$ cat src/rtl/ecg_sample_feeder.sv
// ecg_sample_feeder: assembles little-endian byte pairs into offset-binary
// ECG samples, converts them to signed, buffers them in a small FIFO and
// releases them to the detection core at a paced rate.
module ecg_sample_feeder #(
    parameter int DATA_WIDTH  = 11,
    parameter int DATA_OFFSET = 1024,
    parameter int FIFO_DEPTH  = 8,
    parameter int SAMPLE_DIV  = 4
) (
    input  logic                         i_clk,
    input  logic                         i_nrst,
    input  logic                         i_ce,
    input  logic [7:0]                   i_byte,
    input  logic                         i_byte_valid,
    output logic                         o_byte_ready,
    input  logic                         i_flush,
    output logic signed [DATA_WIDTH-1:0] o_ecg_value,
    output logic                         o_data_valid,
    output logic [$clog2(FIFO_DEPTH):0]  o_fifo_level,
    output logic                         o_format_err
);

    localparam int AW = $clog2(FIFO_DEPTH);
    localparam int CW = AW + 1;
    localparam int PW = $clog2(SAMPLE_DIV) + 1;

    localparam logic [PW-1:0]         PACER_RELOAD = PW'(SAMPLE_DIV - 1);
    localparam logic [CW-1:0]         FULL_LEVEL   = CW'(FIFO_DEPTH);
    localparam logic [DATA_WIDTH-1:0] OFFSET_V     = DATA_WIDTH'(DATA_OFFSET);
    // High-byte bits that must be zero for a legal sample (none when DATA_WIDTH = 16).
    localparam logic [7:0]            HI_BAD_MASK  = 8'hFF << (DATA_WIDTH - 8);

    typedef enum logic [0:0] {
        ST_LOW  = 1'b0,
        ST_HIGH = 1'b1
    } asm_state_t;

    asm_state_t state_q, state_d;

    logic [7:0]            low_q, low_d;
    logic                  err_q, err_d;
    logic [CW-1:0]         count_q, count_d;
    logic [AW-1:0]         wr_ptr_q, wr_ptr_d;
    logic [AW-1:0]         rd_ptr_q, rd_ptr_d;
    logic [PW-1:0]         pacer_q, pacer_d;
    logic                  valid_q, valid_d;
    logic [DATA_WIDTH-1:0] value_q, value_d;
    logic [DATA_WIDTH-1:0] mem_q [FIFO_DEPTH];

    logic                  full_s;
    logic                  accept_s;
    logic                  flush_s;
    logic                  pop_s;
    logic                  hi_bad_s;
    logic                  latch_low_s;
    logic                  push_s;
    logic                  fmt_bad_s;
    logic [DATA_WIDTH-1:0] raw_s;
    logic [DATA_WIDTH-1:0] sample_s;

    assign full_s       = (count_q == FULL_LEVEL);
    assign o_byte_ready = !full_s && !i_flush;
    assign accept_s     = i_ce && i_byte_valid && o_byte_ready;
    assign flush_s      = i_ce && i_flush;
    assign pop_s        = i_ce && !i_flush && (pacer_q == {PW{1'b0}}) && (count_q != {CW{1'b0}});
    assign hi_bad_s     = |(i_byte & HI_BAD_MASK);
    // Truncating {high, low} keeps byte[DATA_WIDTH-9:0] above the latched low byte.
    assign raw_s        = DATA_WIDTH'({i_byte, low_q});
    assign sample_s     = raw_s - OFFSET_V;

    assign o_ecg_value  = value_q;
    assign o_data_valid = valid_q;
    assign o_fifo_level = count_q;
    assign o_format_err = err_q;

    // Assembler state register.
    always_ff @(posedge i_clk or negedge i_nrst) begin
        if (!i_nrst) begin
            state_q <= ST_LOW;
        end else begin
            state_q <= state_d;
        end
    end

    // Assembler next state: toggle LOW/HIGH on every accepted byte, flush returns to LOW.
    always_comb begin
        state_d = state_q;
        if (flush_s) begin
            state_d = ST_LOW;
        end else if (accept_s) begin
            case (state_q)
                ST_LOW:  state_d = ST_HIGH;
                ST_HIGH: state_d = ST_LOW;
                default: state_d = ST_LOW;
            endcase
        end else begin
            state_d = state_q;
        end
    end

    // Assembler outputs: latch the low byte, or complete the sample (push or reject).
    always_comb begin
        latch_low_s = 1'b0;
        push_s      = 1'b0;
        fmt_bad_s   = 1'b0;
        if (accept_s && !flush_s) begin
            case (state_q)
                ST_LOW: latch_low_s = 1'b1;
                ST_HIGH: begin
                    if (hi_bad_s) begin
                        fmt_bad_s = 1'b1;
                    end else begin
                        push_s = 1'b1;
                    end
                end
                default: latch_low_s = 1'b0;
            endcase
        end else begin
            latch_low_s = 1'b0;
        end
    end

    // Datapath next values: low byte, error flag, FIFO bookkeeping, pacer and output strobe.
    always_comb begin
        low_d    = low_q;
        err_d    = err_q;
        count_d  = count_q;
        wr_ptr_d = wr_ptr_q;
        rd_ptr_d = rd_ptr_q;
        pacer_d  = pacer_q;
        valid_d  = valid_q;
        value_d  = value_q;

        if (latch_low_s) begin
            low_d = i_byte;
        end else begin
            low_d = low_q;
        end

        if (flush_s) begin
            err_d    = 1'b0;
            count_d  = {CW{1'b0}};
            wr_ptr_d = {AW{1'b0}};
            rd_ptr_d = {AW{1'b0}};
            pacer_d  = {PW{1'b0}};
            valid_d  = 1'b0;
        end else if (i_ce) begin
            if (fmt_bad_s) begin
                err_d = 1'b1;
            end else begin
                err_d = err_q;
            end

            if (push_s) begin
                wr_ptr_d = wr_ptr_q + AW'(1'b1);
            end else begin
                wr_ptr_d = wr_ptr_q;
            end

            case ({push_s, pop_s})
                2'b10:   count_d = count_q + CW'(1'b1);
                2'b01:   count_d = count_q - CW'(1'b1);
                default: count_d = count_q;
            endcase

            if (pop_s) begin
                rd_ptr_d = rd_ptr_q + AW'(1'b1);
                value_d  = mem_q[rd_ptr_q];
                pacer_d  = PACER_RELOAD;
                valid_d  = 1'b1;
            end else begin
                valid_d = 1'b0;
                if (pacer_q != {PW{1'b0}}) begin
                    pacer_d = pacer_q - PW'(1'b1);
                end else begin
                    pacer_d = pacer_q;
                end
            end
        end else begin
            valid_d = valid_q;
        end
    end

    // Datapath and FIFO control registers.
    always_ff @(posedge i_clk or negedge i_nrst) begin
        if (!i_nrst) begin
            low_q    <= 8'h00;
            err_q    <= 1'b0;
            count_q  <= {CW{1'b0}};
            wr_ptr_q <= {AW{1'b0}};
            rd_ptr_q <= {AW{1'b0}};
            pacer_q  <= {PW{1'b0}};
            valid_q  <= 1'b0;
            value_q  <= {DATA_WIDTH{1'b0}};
        end else begin
            low_q    <= low_d;
            err_q    <= err_d;
            count_q  <= count_d;
            wr_ptr_q <= wr_ptr_d;
            rd_ptr_q <= rd_ptr_d;
            pacer_q  <= pacer_d;
            valid_q  <= valid_d;
            value_q  <= value_d;
        end
    end

    // FIFO storage: write the converted sample at the write pointer on a push.
    always_ff @(posedge i_clk or negedge i_nrst) begin
        if (!i_nrst) begin
            for (int i = 0; i < FIFO_DEPTH; i++) begin
                mem_q[i] <= {DATA_WIDTH{1'b0}};
            end
        end else if (push_s) begin
            mem_q[wr_ptr_q] <= sample_s;
        end else begin
            mem_q[wr_ptr_q] <= mem_q[wr_ptr_q];
        end
    end

endmodule

$ cat config.mk
export PLATFORM = sky130hd
export DESIGN_NAME = ecg_sample_feeder
export DESIGN_NICKNAME = d
export VERILOG_FILES = /design/src/rtl/ecg_sample_feeder.sv
export SDC_FILE = /design/constraint.sdc
export NUM_CORES = 1
export LEC_CHECK = 0
export ABC_AREA = 1
export BUFFER_PORTS_ARGS = -buffer_cell sky130_fd_sc_hd__buf_2
export CAP_MARGIN = 15
export CORE_UTILIZATION = 40
export CTS_CLUSTER_DIAMETER = 100
export DETAILED_ROUTE_END_ITERATION = 10
export PLACE_DENSITY = 0.6
export SLEW_MARGIN = 20
export SYNTH_ARGS = -nofsm -noshare
export SYNTH_HDL_FRONTEND = slang
export SYNTH_SLANG_ARGS = --single-unit
$ cat constraint.sdc
create_clock -name i_clk -period 2.7 [get_ports i_clk]
set_clock_uncertainty 0.15 [all_clocks]
set_input_delay 0.27 -clock i_clk [delete_from_list [all_inputs] [get_ports i_clk]]
set_output_delay 0.27 -clock i_clk [all_outputs]
set_load 0.005 [all_outputs]
**Word level (Yosys, flattened, before mapping)**

Index checks and enable logic that the tools add are counted.

- $add $sub $neg: 6
- $lt $le $gt $ge: 3
- Eq/ne operators: 3
- Multiplexer cells: 41
- Bitwise logic cells: 4
- Reductions and logical operators: 29

Operator list:

| operator | count |
|---|---|
| 88-bit bitwise mux | 2 |
| 88-bit two-way mux | 1 |
| 11-bit binary-select mux with 3-bit select | 2 |
| 11-bit two-way mux | 5 |
| 11-bit demux with 3-bit select | 1 |
| 3-bit two-way mux | 10 |
| 1-bit two-way mux | 16 |
| 11-bit subtractor (second input constant) | 1 |
| 2-bit AND reduction | 5 |
| 2-bit nonzero test | 5 |
| 1-bit logical AND | 9 |
| 3-bit nonzero test | 3 |
| 4-bit greater-or-equal comparator (second input constant) | 2 |
| 4-bit two-way mux | 2 |
| 3-bit NOT with 4-bit output | 2 |
| 4-bit case mux with 2 select lines | 1 |
| 3-bit by 1-bit adder with 3-bit output (second input constant) | 2 |
| 5-bit OR reduction | 1 |
| 4-bit by 1-bit adder with 4-bit output (second input constant) | 1 |
| 4-bit == test (second input constant) | 1 |
| 4-bit by 1-bit less-than comparator with 1-bit output (second input constant) | 1 |
| 4-bit nonzero test | 1 |
| 4-bit by 1-bit subtractor with 4-bit output (second input constant) | 1 |
| 1-bit logical NOT | 3 |
| 7 further kinds | 8 |

- Register bits after elaboration: 123
- Word-level logic and storage cells: 103

**Logic depth before layout (Yosys ltp)**

- Depth in word-level cells: 10
- Depth in mapped cells: 17
- Gate-level depth less buffers: 17

**Worst setup path after synthesis**

No wires, ideal clock.

- Kind: reg-to-reg
- From: register pacer_q[0]
- To: register count_q[3], in the netlist o_fifo_level[3]
- Setup time: 0.117 ns
- Arrival time: 1.904 ns
- Data required time: 2.433 ns
- Setup slack: 0.528 ns
- Cell stages (with the launch flop): 18
- Path buffers: 0
- Cell sequence: dfrtp_1 inv_1 ha_1 ha_1 nand2_1 nor2_1 nand2_2 inv_2 nand2_1 inv_1 ha_1 nand2_1 inv_1 nand3_1 nand2_1 nand2_1 nand3_1 nand2_1

- Word-level cells in the longest chain between the ends: 7

Ends and longest elaborated chain:

| what | RTL line | source |
|---|---|---|
| from (decl) | 45 | `logic [PW-1:0] pacer_q, pacer_d;` |
| from (signal assigned) | 192 | `pacer_q <= {PW{1'b0}};` |
| from (signal assigned) | 201 | `pacer_q <= pacer_d;` |
| 3-bit logical NOT (*) | 65 | `assign pop_s = i_ce && !i_flush && (pacer_q == {PW{1'b0}}) && (count_q != {CW{1'b0}});` |
| 1-bit logical AND (*) (2 in series) | 65 |  |
| 2-bit by 1-bit == test with 1-bit output / 2-bit == test (equally long branches) | 160 | `case ({push_s, pop_s})` |
| 4-bit case mux with 2 select lines | 160 |  |
| 4-bit two-way mux | 147 | `end else if (i_ce) begin` |
| 4-bit two-way mux | 140 | `if (flush_s) begin` |
| to (signal assigned) | 189 | `count_q <= {CW{1'b0}};` |
| to (signal assigned) | 198 | `count_q <= count_d;` |
| to (decl) | 42 | `logic [CW-1:0] count_q, count_d;` |

Every way passes the cells marked *; elsewhere a longest branch is shown, timed or not. The select of a mux whose other input is x is not followed.
A chain may end at the register's enable or synchronous reset.

**Final worst setup path**

Same ends and word-level chain as after synthesis.

==> run metrics <==
outcome=finished, final reports clean; RePlAce Congestion=0.8946; root buffer cell=clkbuf_16; Synth Area in Compound Gates=about a fifth; initial antenna violation count=0; Max Root-Sink Buffers=2; gr ovfl total=0; share of cells above drive strength 1=between 10% and 20%; drt wl/cell=18.92 µm; setup slack, reg-to-reg=~300 ps; synthesized cell area=6390 µm²; VDD IR max=approximately 610 µV; worst hold path class=in2reg; CP arrival=2570 ps; clk slew on worst S/H paths=60 ps; synthesized flop and latch total=between 100 and 150; setup violators final=0; Via density=5.950; reg2reg path depth=17; drt pass-1 iters=5; RSZ-0062 raised after global routing=false; Leakage Power=3.237 nW; CTS tree=built; Pwr Total=0.007398 W; Layout Nets=slightly below 800; Worst Path Max Fanout=5; post-synthesis xor/xnor area fraction=0.2741%; detailed router's first-iteration violation count=704; remaining antenna violation count=0; Peak Freq=approximately 420 MHz; Core Region=15,370 µm²; number of buffers added on ports=30; clk_lat worst skew=420 ps; Syn Area/Cell=8.430 µm²; gr usage total=24.25%; Fin. Hold Viols=0; Crit. Startpoint=pacer_q[0]; setup TNS=0 ps; Gate Count Post-Synth=758; Slew @ Worst Pin=slightly above 800 ps; Starting Density=approximately 42%; number of global-route vias before repair=5,532; crit path time final=2403 ps; Synth cell types=30; Crit. End Element=flop; Synth Area in Simple Gates=22.75%; clk sinks=between 100 and 150; mux cell area share after synthesis=0%; first-pass GRT wire length=between 30,000 and 40,000 µm; Hold Crit Start=i_flush; Routed WL=around 19,000 µm; # DRC=0; Seq/Total Area, Yosys=48.17%; Syn Nets=777; Synth Area in Adders=1.175%; die area=about 16,000 µm²; final HPWL from detailed placement=roughly 11,000 µm; CTS buffer count=17; # rows=45; Syn-to-layout area delta=15.23%; Die H=between 100 and 150 µm; largest family of logic cells by synthesized area=simple AND/OR/NAND/NOR gates; period utilization=89.01%; CP required=2870 ps; Ant. Diodes=0; Critical Path Sink=o_fifo_level[3]; startpoint types=flop; I/O pins=31; max-slew violation total from the final report=0; worst r2r dst=o_fifo_level[3]; Max-cap violations=0; Die X=128.4 µm; pwr dens=1005 nW/µm²; relative slew slack=between 40 and 50%; H-tree levels=4; via count=5,908; Syn. warnings=0; r2r startpoint=pacer_q[0]; largest net degree at the start of global routing=176; Setup CP Type=reg2reg; total setup buffers inserted after CTS=0
## layer usage
metal | share of wire (%) | GRT usage, % | vias up
met2 | 47 | 37.87 | 214
met5 | 0 | 0 | -
met1 | 45 | 32.66 | 2908
met4 | 2.6 | 10.59 | 0
li1 | - | - | 2745
met3 | 5.6 | 5.031 | 41
## synthesized netlist by cell type
cell,count,area [µm²]
a31oi_1,1,6.260
o21ai_2,1,8.760
or2_2,1,6.260
o311ai_0,11,96.34
or2_1,1,6.260
nor2_2,2,12.51
inv_2,12,45.04
o211ai_1,2,15.01
clkinv_1,1,3.750
o21ai_0,52,260.3
inv_1,35,131.4
nor3_1,1,5.000
xnor2_1,2,17.52
nand3_1,99,495.5
o32ai_1,21,183.9
nand3b_1,1,7.510
ha_1,6,75.07
dfrtp_1,123,3078
o311ai_1,76,665.6
buf_2,24,120.1
a21oi_1,8,40.04
nand2_1,129,484.2
o22ai_1,2,12.51
buf_1,8,30.03
nand4_1,2,12.51
o21ai_1,6,30.03
nor3_2,7,70.07
clkbuf_1,31,116.4
nand2_2,2,12.51
nor2_1,91,341.6
## state kept, by name (all words and copies together), names as in the netlist
register	cells
mem_q	88
o_ecg_value	11
low_q	8
o_fifo_level	4
pacer_q	3
rd_ptr_q	3
wr_ptr_q	3
o_data_valid	1
o_format_err	1
state_q	1
## kinds of logic (layout without fill, tap and decap cells)
group	count (synthesis)	count (layout)
XOR/XNOR	2	2
flip-flops	123	123
buffers and inverters	111	135
AND/OR/NAND/NOR	336	336
AO/OA/AOI/OAI	180	180
adder cells (fa/ha/maj)	6	6
## cell type report
type	instances	area (µm²)
Clock buffer	21	450.4
Sequential cell	123	3078
Fill cell	1473	8008
Tap cell	211	264.0
Clock inverter	9	122.6
Multi-Input combinational cell	524	2870
Inverter	48	180.2
Timing Repair Buffer	57	397.9
## worst max-delay path, cell delays in order (launching register included)
cell and delay, ps:
dfrtp_1 370, inv_1 60, ha_1 190, ha_1 200, nand2_1 70, nor2_1 50
nand2_2 70, inv_2 70, nand2_1 140, inv_1 80, ha_1 340, nand2_1 90
inv_1 80, nand3_1 100, nand2_1 80, nand2_1 50, nand3_1 60, nand2_1 50
## where the power goes
group / internal, W / switching (W)
clock network: 0.00145 / 0.000821
logic: 0.000878 / 0.00127
registers: 0.00249 / 0.000480
total: 0.00482 / 0.00257
## timing repair
item                       CTS  global route
gates resized for setup      0             0
hold buffers                 7             0
setup endpoints to repair    0             0
hold endpoints to repair   129             0
## how the worst min path moves through the flow
stage	to	slack [ps]	depth (start not counted)
5_1_grt	low_q[2]	90	3
6_report	pacer_q[1]	50	4
3_5_place_dp	mem_q[31]	290	2
3_3_place_gp	mem_q[31]	290	2
2_1_floorplan	low_q[0]	-180	0
4_1_cts	pacer_q[1]	30	4
## through the flow
stage / instances / util, % / hold WS, ps / instance area, µm² / setup slack (ps)
6_report: 993 / 47.90 / 53.18 / 7363 / 296.9
5_1_grt: 993 / 47.90 / 89.64 / 7363 / 90.06
4_1_cts: 993 / 47.90 / 33.54 / 7363 / 340.9
3_5_place_dp: 956 / 43.72 / 285.1 / 6720 / 350.6
3_3_place_gp: 956 / 43.72 / 286.9 / 6720 / 493.2
2_1_floorplan: 758 / - / -175.6 / 6390 / 528.4
## placed cells by master, fill, tap and decap left out, types with 7 or more instances in the layout
cell	n
clkbuf_16	17
nand3_1	99
o32ai_1	21
o311ai_0	11
o21ai_0	52
dlygate4sd3_1	7
buf_2	29
buf_4	19
nand2_1	129
o311ai_1	76
nor2_1	91
nor3_2	7
a21oi_1	8
inv_1	35
inv_2	12
dfrtp_1	123
Power figures use the tool's default switching activity.
